--- config.mk ---
export PLATFORM = sky130hd
export DESIGN_NAME = mdu
export DESIGN_NICKNAME = d
export VERILOG_FILES = /design/src/rtl/mdu_pkg.sv /design/src/rtl/div_iter.sv /design/src/rtl/mdu.sv
export SDC_FILE = /design/constraint.sdc
export NUM_CORES = 2
export LEC_CHECK = 0
export CAP_MARGIN = 20
export CORE_MARGIN = 1
export CORE_UTILIZATION = 45
export DETAILED_ROUTE_END_ITERATION = 12
export PLACE_DENSITY_LB_ADDON = 0.3
export SYNTH_ARGS = -nofsm -noshare
export SYNTH_HDL_FRONTEND = slang
export SYNTH_HIERARCHICAL = 1
export SYNTH_SLANG_ARGS = --single-unit
--- constraint.sdc ---
create_clock -name clk -period 7.4 [get_ports clk]
set_input_delay 1.48 -clock clk [delete_from_list [all_inputs] [get_ports clk]]
set_output_delay 1.48 -clock clk [all_outputs]
set_load 0.005 [all_outputs]
--- src/rtl/mdu_pkg.sv ---
// Shared definitions for the multiply/divide unit: op encoding, FSM states, HI/LO payload.
// Optional accumulate ops (MADD/MADDU/MSUB/MSUBU) are enabled with `define MDU_MADD_EN.
package mdu_pkg;

  localparam int unsigned XLEN  = 32;
  localparam int unsigned CNT_W = 5;

`ifdef MDU_MADD_EN
  localparam int unsigned MDOP_W = 10;
`else
  localparam int unsigned MDOP_W = 6;
`endif

  localparam int unsigned MD_MULT  = 0;
  localparam int unsigned MD_MULTU = 1;
  localparam int unsigned MD_DIV   = 2;
  localparam int unsigned MD_DIVU  = 3;
  localparam int unsigned MD_MTHI  = 4;
  localparam int unsigned MD_MTLO  = 5;
  localparam int unsigned MD_MADD  = 6;
  localparam int unsigned MD_MADDU = 7;
  localparam int unsigned MD_MSUB  = 8;
  localparam int unsigned MD_MSUBU = 9;

  typedef enum logic [1:0] {
    MDU_IDLE = 2'd0,
    MDU_DIV  = 2'd1,
    MDU_DONE = 2'd2
  } mdu_state_e;

  typedef struct packed {
    logic [XLEN-1:0] hi;
    logic [XLEN-1:0] lo;
  } hilo_t;

  // Magnitude of v when treated as signed (sgn=1), otherwise v unchanged.
  function automatic logic [XLEN-1:0] abs_val(input logic [XLEN-1:0] v, input logic sgn);
    return (sgn & v[XLEN-1]) ? ((~v) + XLEN'(1)) : v;
  endfunction

  function automatic logic [XLEN-1:0] neg_if(input logic [XLEN-1:0] v, input logic neg);
    return neg ? ((~v) + XLEN'(1)) : v;
  endfunction

endpackage

--- src/rtl/div_iter.sv ---
// 32-step unsigned restoring divider core: one quotient bit per cycle after start_i.
// done_c flags the cycle in which the final step is taken.
module div_iter
  import mdu_pkg::*;
(
  input  logic            clk,
  input  logic            rst,
  input  logic            start_i,
  input  logic            cancel_i,
  input  logic [XLEN-1:0] dividend_i,
  input  logic [XLEN-1:0] divisor_i,
  output logic [XLEN-1:0] quo_o,
  output logic [XLEN-1:0] rem_o,
  output logic            done_c
);

  logic [XLEN-1:0]  rem_q, rem_d;
  logic [XLEN-1:0]  quo_q, quo_d;
  logic [XLEN-1:0]  dsr_q, dsr_d;
  logic [CNT_W-1:0] cnt_q, cnt_d;
  logic             busy_q, busy_d;
  logic [XLEN:0]    rem_sh;
  logic [XLEN:0]    diff;
  logic             fit;

  // Quotient register doubles as the dividend shift register.
  always_comb begin
    rem_sh = {rem_q, quo_q[XLEN-1]};
    diff   = rem_sh - {1'b0, dsr_q};
    fit    = ~diff[XLEN];
  end

  always_comb begin
    rem_d  = rem_q;
    quo_d  = quo_q;
    dsr_d  = dsr_q;
    cnt_d  = cnt_q;
    busy_d = busy_q;
    if (cancel_i) begin
      busy_d = 1'b0;
      cnt_d  = '0;
    end else if (start_i) begin
      rem_d  = '0;
      quo_d  = dividend_i;
      dsr_d  = divisor_i;
      cnt_d  = '0;
      busy_d = 1'b1;
    end else if (busy_q) begin
      rem_d = fit ? diff[XLEN-1:0] : rem_sh[XLEN-1:0];
      quo_d = {quo_q[XLEN-2:0], fit};
      cnt_d = cnt_q + CNT_W'(1);
      if (cnt_q == CNT_W'(XLEN - 1)) begin
        busy_d = 1'b0;
      end
    end
  end

  always_ff @(posedge clk or posedge rst) begin
    if (rst) begin
      rem_q  <= '0;
      quo_q  <= '0;
      dsr_q  <= '0;
      cnt_q  <= '0;
      busy_q <= 1'b0;
    end else begin
      rem_q  <= rem_d;
      quo_q  <= quo_d;
      dsr_q  <= dsr_d;
      cnt_q  <= cnt_d;
      busy_q <= busy_d;
    end
  end

  assign done_c = busy_q & ~cancel_i & (cnt_q == CNT_W'(XLEN - 1));
  assign quo_o  = quo_q;
  assign rem_o  = rem_q;

endmodule

--- src/rtl/mdu.sv ---
// Multiply/divide unit: single-cycle MULT/MULTU/MTHI/MTLO, iterative DIV/DIVU, owns HI/LO.
// Accumulate ops (MADD/MADDU/MSUB/MSUBU) are built only with `define MDU_MADD_EN.
module mdu
  import mdu_pkg::*;
(
  input  logic              clk,
  input  logic              rst,
  input  logic              ex_flush_i,
  input  logic              ex_stall_i,
  input  logic              mdu_cancel_i,
  input  logic [MDOP_W-1:0] ex_mduop_i,
  input  logic [XLEN-1:0]   ex_mdu_opr1_i,
  input  logic [XLEN-1:0]   ex_mdu_opr2_i,
  input  logic [XLEN-1:0]   ex_mdu_whi_i,
  input  logic [XLEN-1:0]   ex_mdu_wlo_i,
  output logic [XLEN-1:0]   mdu_hi_o,
  output logic [XLEN-1:0]   mdu_lo_o,
  output logic              mdu_is_active,
  output logic              mdu_div_active
);

  mdu_state_e        state_q, state_d;
  hilo_t             hilo_q, hilo_d;
  logic              active_q, active_d;
  logic              neg_quo_q, neg_rem_q, divz_q;

  logic              issue_c, go_c, start_c, is_div_c, div_sgn_c, divz_c;
  logic              mul_sgn_c, div_cancel_c, div_done_c;
  logic [XLEN-1:0]   dividend_c, divisor_c;
  logic [XLEN-1:0]   quo_c, rem_c;
  logic [2*XLEN-1:0] mul_a_c, mul_b_c, prod_c;

  assign issue_c   = (|ex_mduop_i) & ~ex_stall_i & ~ex_flush_i;
  assign go_c      = issue_c & (state_q == MDU_IDLE);
  assign is_div_c  = ex_mduop_i[MD_DIV] | ex_mduop_i[MD_DIVU];
  assign div_sgn_c = ex_mduop_i[MD_DIV];
  assign start_c   = go_c & is_div_c;
  assign divz_c    = ~|ex_mdu_opr2_i;

  // A zero divisor runs the raw dividend unsigned: the core then yields Q=all-ones, R=opr1.
  assign dividend_c = divz_c ? ex_mdu_opr1_i : abs_val(ex_mdu_opr1_i, div_sgn_c);
  assign divisor_c  = abs_val(ex_mdu_opr2_i, div_sgn_c);

`ifdef MDU_MADD_EN
  assign mul_sgn_c = ex_mduop_i[MD_MULT] | ex_mduop_i[MD_MADD] | ex_mduop_i[MD_MSUB];
`else
  assign mul_sgn_c = ex_mduop_i[MD_MULT];
`endif

  // Low 64 bits of the product of extended operands equal the signed/unsigned 64-bit product.
  assign mul_a_c = {{XLEN{mul_sgn_c & ex_mdu_opr1_i[XLEN-1]}}, ex_mdu_opr1_i};
  assign mul_b_c = {{XLEN{mul_sgn_c & ex_mdu_opr2_i[XLEN-1]}}, ex_mdu_opr2_i};
  assign prod_c  = mul_a_c * mul_b_c;

  assign div_cancel_c = mdu_cancel_i & (state_q != MDU_IDLE);

  div_iter u_div_iter (
    .clk        (clk),
    .rst        (rst),
    .start_i    (start_c),
    .cancel_i   (div_cancel_c),
    .dividend_i (dividend_c),
    .divisor_i  (divisor_c),
    .quo_o      (quo_c),
    .rem_o      (rem_c),
    .done_c     (div_done_c)
  );

  always_comb begin
    state_d  = state_q;
    hilo_d   = hilo_q;
    active_d = 1'b0;
    case (state_q)
      MDU_IDLE: begin
        if (go_c) begin
          if (is_div_c) begin
            state_d = MDU_DIV;
          end
          if (ex_mduop_i[MD_MULT] | ex_mduop_i[MD_MULTU]) begin
            hilo_d = hilo_t'(prod_c);
          end
          if (ex_mduop_i[MD_MTHI]) begin
            hilo_d.hi = ex_mdu_whi_i;
          end
          if (ex_mduop_i[MD_MTLO]) begin
            hilo_d.lo = ex_mdu_wlo_i;
          end
`ifdef MDU_MADD_EN
          if (ex_mduop_i[MD_MADD] | ex_mduop_i[MD_MADDU]) begin
            hilo_d = hilo_t'(hilo_q + prod_c);
          end
          if (ex_mduop_i[MD_MSUB] | ex_mduop_i[MD_MSUBU]) begin
            hilo_d = hilo_t'(hilo_q - prod_c);
          end
`endif
        end
      end
      MDU_DIV: begin
        if (mdu_cancel_i) begin
          state_d = MDU_IDLE;
        end else if (div_done_c) begin
          state_d = MDU_DONE;
        end
      end
      MDU_DONE: begin
        state_d = MDU_IDLE;
        if (!mdu_cancel_i) begin
          hilo_d.lo = neg_if(quo_c, neg_quo_q & ~divz_q);
          hilo_d.hi = neg_if(rem_c, neg_rem_q & ~divz_q);
        end
      end
      default: begin
        state_d = MDU_IDLE;
      end
    endcase
    active_d = (state_d != MDU_IDLE);
  end

  always_ff @(posedge clk or posedge rst) begin
    if (rst) begin
      state_q  <= MDU_IDLE;
      hilo_q   <= '0;
      active_q <= 1'b0;
    end else begin
      state_q  <= state_d;
      hilo_q   <= hilo_d;
      active_q <= active_d;
    end
  end

  // Result sign fix-up flags, captured once at division start.
  always_ff @(posedge clk or posedge rst) begin
    if (rst) begin
      neg_quo_q <= 1'b0;
      neg_rem_q <= 1'b0;
      divz_q    <= 1'b0;
    end else if (start_c) begin
      neg_quo_q <= div_sgn_c & (ex_mdu_opr1_i[XLEN-1] ^ ex_mdu_opr2_i[XLEN-1]);
      neg_rem_q <= div_sgn_c & ex_mdu_opr1_i[XLEN-1];
      divz_q    <= divz_c;
    end
  end

  assign mdu_hi_o       = hilo_q.hi;
  assign mdu_lo_o       = hilo_q.lo;
  assign mdu_div_active = active_q;
  assign mdu_is_active  = active_q;

endmodule
* After elaboration in Yosys (flattened, before gate mapping) *
Index checks and enable logic that the tools add are counted.

word-level totals
  output and inout port bits = 66
  input port bits = 139
  logic and storage cells = 93
  bits in registers = 172

cells by class
  add/subtract/negate cells = 6
  bitwise gates (word level) = 26
  eq/ne operators = 7
  reductions and logical operators = 13
  multiply operators = 1
  mux-type cells = 28

operators with widths
  operator                                                                  count
  32-bit two-way mux                                                        12
  64-bit two-way mux                                                        3
  32-bit by 1-bit adder with 32-bit output (second input constant)          4
  32-bit inverter                                                           4
  64-bit one-hot mux with 2 select lines                                    1
  33-bit by 33-bit multiplier with 64-bit output                            1
  33-bit by 32-bit subtractor with 33-bit output                            1
  32-bit OR reduction                                                       1
  5-bit two-way mux                                                         3
  1-bit AND                                                                 14
  2-bit two-way mux                                                         4
  4-bit AND reduction                                                       2
  2-bit nonzero test                                                        4
  3-bit by 2-bit inequality test with 1-bit output (second input constant)  2
  6-bit OR reduction                                                        1
  5-bit by 1-bit adder with 5-bit output (second input constant)            1
  5-bit equality test (second input constant)                               1
  1-bit inverter                                                            5
  1-bit two-way mux                                                         4
  2-bit inequality test (second input constant)                             2
  2-bit one-hot mux with 2 select lines                                     1
  2-bit AND reduction                                                       2
  3-bit nonzero test                                                        1
  2-bit by 1-bit equality test with 1-bit output (second input constant)    1
  5 further kinds                                                           6

* Logic depth before layout (Yosys ltp) *
  depth after elaboration = 9
  gate-level depth with buffers = 31
  gate-level depth less buffers = 28

* Cells and area by module *
The synthesis kept the hierarchy.

modules (own cells, without submodules)
  module    instances  area each (um^2)  cells an instance  sequential area each (um^2)
  mdu       1          44352.5           5072               1751.7
  div_iter  1          6112.1            671                2552.4

* Worst setup path before layout *
Ideal clock, no wire load.

  path kind = in2reg
  from = input ex_mdu_opr1_i[31]
  to = register hilo_q, in the netlist mdu_hi_o[30]
  slack = -2015 ps
  setup time = 82 ps
  path buffers = 2
  cell stages on the path = 30
  data arrival time = 9333 ps
  data required time = 7318 ps
  path through = clkbuf_1 -> and2_1 -> clkbuf_1 -> nand2_1 -> inv_1 -> fa_1 -> inv_1 -> fa_1 -> inv_1 -> fa_1 -> fa_1 -> inv_1 -> fa_1 -> inv_1 -> fa_1 -> inv_1 -> fa_1 -> fa_1 -> inv_1 -> ha_1 -> a21oi_1 -> nor2b_1 -> o21ai_0 -> or2b_2 -> or3b_1 -> a21oi_2 -> o31a_1 -> or4_1 -> a221o_1 -> a31oi_1

between the ends
  word-level cells in the longest chain between the ends = 6

RTL lines
  item                                              line        RTL
  from (decl)                                       mdu.sv:12   input logic [XLEN-1:0] ex_mdu_opr1_i,
  1-bit AND                                         mdu.sv:51   assign mul_a_c = {{XLEN{mul_sgn_c & ex_mdu_opr1_i[XLEN-1]}}, ex_mdu_opr1_i};
  33-bit by 33-bit multiplier with 64-bit output *  mdu.sv:53   assign prod_c = mul_a_c * mul_b_c;
  64-bit two-way mux *                              mdu.sv:79   if (ex_mduop_i[MD_MULT] | ex_mduop_i[MD_MULTU]) begin
  32-bit two-way mux *                              mdu.sv:82   if (ex_mduop_i[MD_MTHI]) begin
  64-bit two-way mux *                              mdu.sv:75   if (go_c) begin
  64-bit one-hot mux with 2 select lines *          mdu.sv:73   case (state_q)
  to (signal assigned)                              mdu.sv:126  hilo_q <= hilo_d;
  to (decl)                                         mdu.sv:23   hilo_t hilo_q, hilo_d;

Mark *: on every way between the ends. The rest lies on a longest branch, timed or not. The select of a mux whose other input is x is not followed.
A chain may end at the register's enable or synchronous reset.

* Final worst setup path *
  from = input ex_mdu_opr1_i[28]
  to = register hilo_q, in the netlist mdu_hi_o[30]

between the ends
  word-level cells in the longest chain between the ends = 5

RTL lines
  item                                            line
  33-bit by 33-bit multiplier with 64-bit output  mdu.sv:53
  64-bit two-way mux                              mdu.sv:79
  32-bit two-way mux                              mdu.sv:82
  64-bit two-way mux                              mdu.sv:75
  64-bit one-hot mux with 2 select lines          mdu.sv:73

No other way between the ends. The select of a mux whose other input is x is not followed.

==> flow_metrics.tcl <==
set metrics [dict create \
    synth_top_family_by_area "adder cells" \
    cts_made_buffers 25 \
    tns_ns -37.01 \
    grt_max_degree 73 \
    synth.avg_cell_area_um2 8.79 \
    synth_seq_cells 172 \
    drcViolationCount 0 \
    crit_path_frequent_cell "fa_1" \
    async_flop_share_pct 100 \
    grt_overflow 0 \
    syn_nets 7259 \
    rows 122 \
    ant_nets 0 \
    grt_pass1_vias 45000 \
    synth_top_flop_cell "dfrtp_1" \
    viasPerCell 5.38 \
    setup_ws_ns -1.22 \
    hp-class "reg -> reg" \
    finalCritPeriodShare_pct 116 \
    clockRootBuffer "clkbuf_16" \
    synth_cells 5743 \
    die_h_um 337 \
    cts.clk_slew.worst_paths_ns 0.06 \
    hold_viol 0 \
    worstSetupPathType "in -> reg" \
    layout.area.seq_um2 4300 \
    syn_to_final_growth_pct 27.9 \
    fillerInstances 9455 \
    dieArea_um2 113000 \
    synth_fa_ha_area_share_pct 50.9 \
    clock.fmax_ghz 0.116 \
    rsz0062_at_grt "true" \
    slowest_stage "fa_1" \
    synth_xor_area_share_pct 3.93 \
    place_worst_setup_slack_ns -2.21 \
    required_ns 7.80 \
    holdBufCountCts 0 \
    fin_util_pct 58.2 \
    cts_buffer_depth 3 \
    vias 42600 \
    dpl.hpwl_mm 130 \
    violations "setup timing" \
    io_buffers 204 \
    worstSkewPairLatency_ns 0.50 \
    worst_slew_pin_slew_ns 1.12 \
    multi_input_area_um2 42800 \
    slew_headroom_pct 24.7 \
    layout_commonest_cell "inv_1" \
    io_pins 205 \
    top_layer "met5" \
    cp.arrival_ns 9.02 \
    worstPathMaxFanout 5 \
    slew_violations 0 \
    synthSimpleGateAreaFrac_pct 15.7 \
    met2_length_mm 82.8 \
    first_iter_violations 2792 \
    holdWs_ns 0.479 \
    worst_setup_path_start_kind "input pin" \
    routedWlPerCell_um 21.3 \
    synth-compound-area-share_pct 8.09 \
    fin_crit_ns 8.62 \
    dr.pass1.iters 5 \
    cts_tree "done" \
    drive_gt1_share_pct 21.8 \
    fp.dieW_um 337 \
    grt_usage_pct 29.4 \
    status "finished, violations left" \
    place_congestion 0.933 \
    synth.distinct_cells 93 \
    nNetsFinal 7942 \
    fin_skew_ns 0.0203 \
    grt_pass1_wl_mm 255 \
    htree_levels 4 \
    yosysWarnings 6 \
    layout_common_cells "inv_1, fa_1, nand2_1" \
    cpPeakStageDelay_ns 0.57 \
    ys_seq_area_share_pct 8.53 \
    maxCapViolCount 0 \
    dr_wl_met3_mm 11.9 \
    met1Wirelength_mm 64.1 \
    antenna_found_initial 17 \
    cp-end-kind "flop" \
    wl_mm 169 \
    cts.sinks 172 \
    syn_area_um2 50500 \
    synthMuxAreaShare_pct 1.23 \
    synth_edf_count 0 \
    start_util_pct 45.5 \
    finalSetupViolCount 49 \
    core_um2 111000 \
]
==> path summary, 6_finish.rpt <==
kind | startpoint | endpoint | slack (ns) | cells after the start
setup / recovery | ex_mdu_opr1_i[28] | mdu_hi_o[30] | -1.22 | 29
hold / removal | mdu_lo_o[8] | mdu_lo_o[8] | 0.48 | 2
setup reg to reg | u_div_iter/quo_o[31] | u_div_iter/rem_o[12] | 3.70 | 13
hold reg to reg | mdu_lo_o[8] | mdu_lo_o[8] | 0.48 | 2
max in group asynchronous | rst | u_div_iter/dsr_q[31] | 4.63 | 3
min in group asynchronous | rst | mdu_lo_o[1] | 1.41 | 2
==> metal layers <==
layer / track usage, % / vias to the layer above
li1: - / 18600
met1: 36.5 / 21800
met2: 50.1 / 1675
met3: 4.27 / 476
met4: 14.3 / 6
met5: 0 / -
==> stage by stage <==
step / cell area (um^2) / instances
CTS: 62900 / 7844
floorplan: 51800 / 5743
global placement: 58900 / 7684
global route: 64500 / 7927
detailed placement: 58900 / 7684
finish: 64500 / 7929
==> state kept, by name, indices dropped and copies added, names as in the netlist <==
name,cells
mdu_hi_o,32
mdu_lo_o,32
u_div_iter/dsr_q,32
u_div_iter/quo_o,32
u_div_iter/rem_o,32
u_div_iter/cnt_q,5
state_q,2
divz_q,1
mdu_div_active,1
neg_quo_q,1
neg_rem_q,1
u_div_iter/busy_q,1
==> cell usage after synthesis (10+ instances only) <==
master / instances / area share [%]
nand2_1: 989 / 7.4
nand4_1: 13 / 0.16
a31oi_1: 23 / 0.29
and3_1: 29 / 0.36
mux2i_1: 60 / 1.2
o21ai_0: 225 / 2.2
o21ai_1: 42 / 0.42
buf_1: 35 / 0.26
ha_1: 251 / 6.2
nor2_1: 150 / 1.1
a32oi_1: 10 / 0.17
inv_1: 1179 / 8.8
o21a_1: 11 / 0.16
o211ai_1: 40 / 0.60
or3_1: 10 / 0.12
nand2b_1: 16 / 0.20
a21o_1: 32 / 0.48
and2_1: 346 / 4.3
xor2_1: 83 / 1.4
clkbuf_1: 288 / 2.1
nor4_1: 19 / 0.24
a211oi_1: 12 / 0.18
o31ai_1: 22 / 0.33
xnor2_1: 137 / 2.4
or2_2: 10 / 0.12
dfrtp_1: 172 / 8.5
nand3_1: 33 / 0.33
nor2b_1: 17 / 0.21
fa_1: 1126 / 45
nor3_1: 36 / 0.36
o22ai_1: 13 / 0.16
a21oi_1: 153 / 1.5
==> worst max-delay path, delay by kind of cell <==
| kind | cells | cell delay (ns) |
|---|---|---|
| buffers and inverters | 10 | 0.88 |
| adders and majority gates | 9 | 4.55 |
| AOI/OAI and AO/OA | 5 | 1.04 |
| and+or+nand+nor | 5 | 1.02 |
==> timing repair <==
item	4_1_cts	5_1_grt
pin swaps	202	205
gates cloned	25	14
setup endpoints to repair	53	53
setup buffers	121	72
gates resized for setup	604	354
==> area by class of cell <==
class	count	share of cell area (%)
multi-input cells	4046	66.3
repair buffers	1002	16.2
inverters	1179	6.88
flip-flops and latches	172	6.67
well taps	1488	2.88
clock buffers	28	1.02
clock inverters	5	0.0465
diodes	9	0.0349
==> cell families (layout without fill, tap and decap cells) <==
family                     Yosys count  count (layout)
and+or+nand+nor                   1717            1717
buffers and inverters             1525            2214
adders and majority gates         1377            1377
AOI/OAI and AO/OA                  668             668
xor gates and xnor gates           222             222
DFF                                172             172
muxes                               62              62
other                                0               9
Power is left out: the tool's default activity adds up to more than one toggle a clock period on the data nets, which glitch-free logic cannot reach.
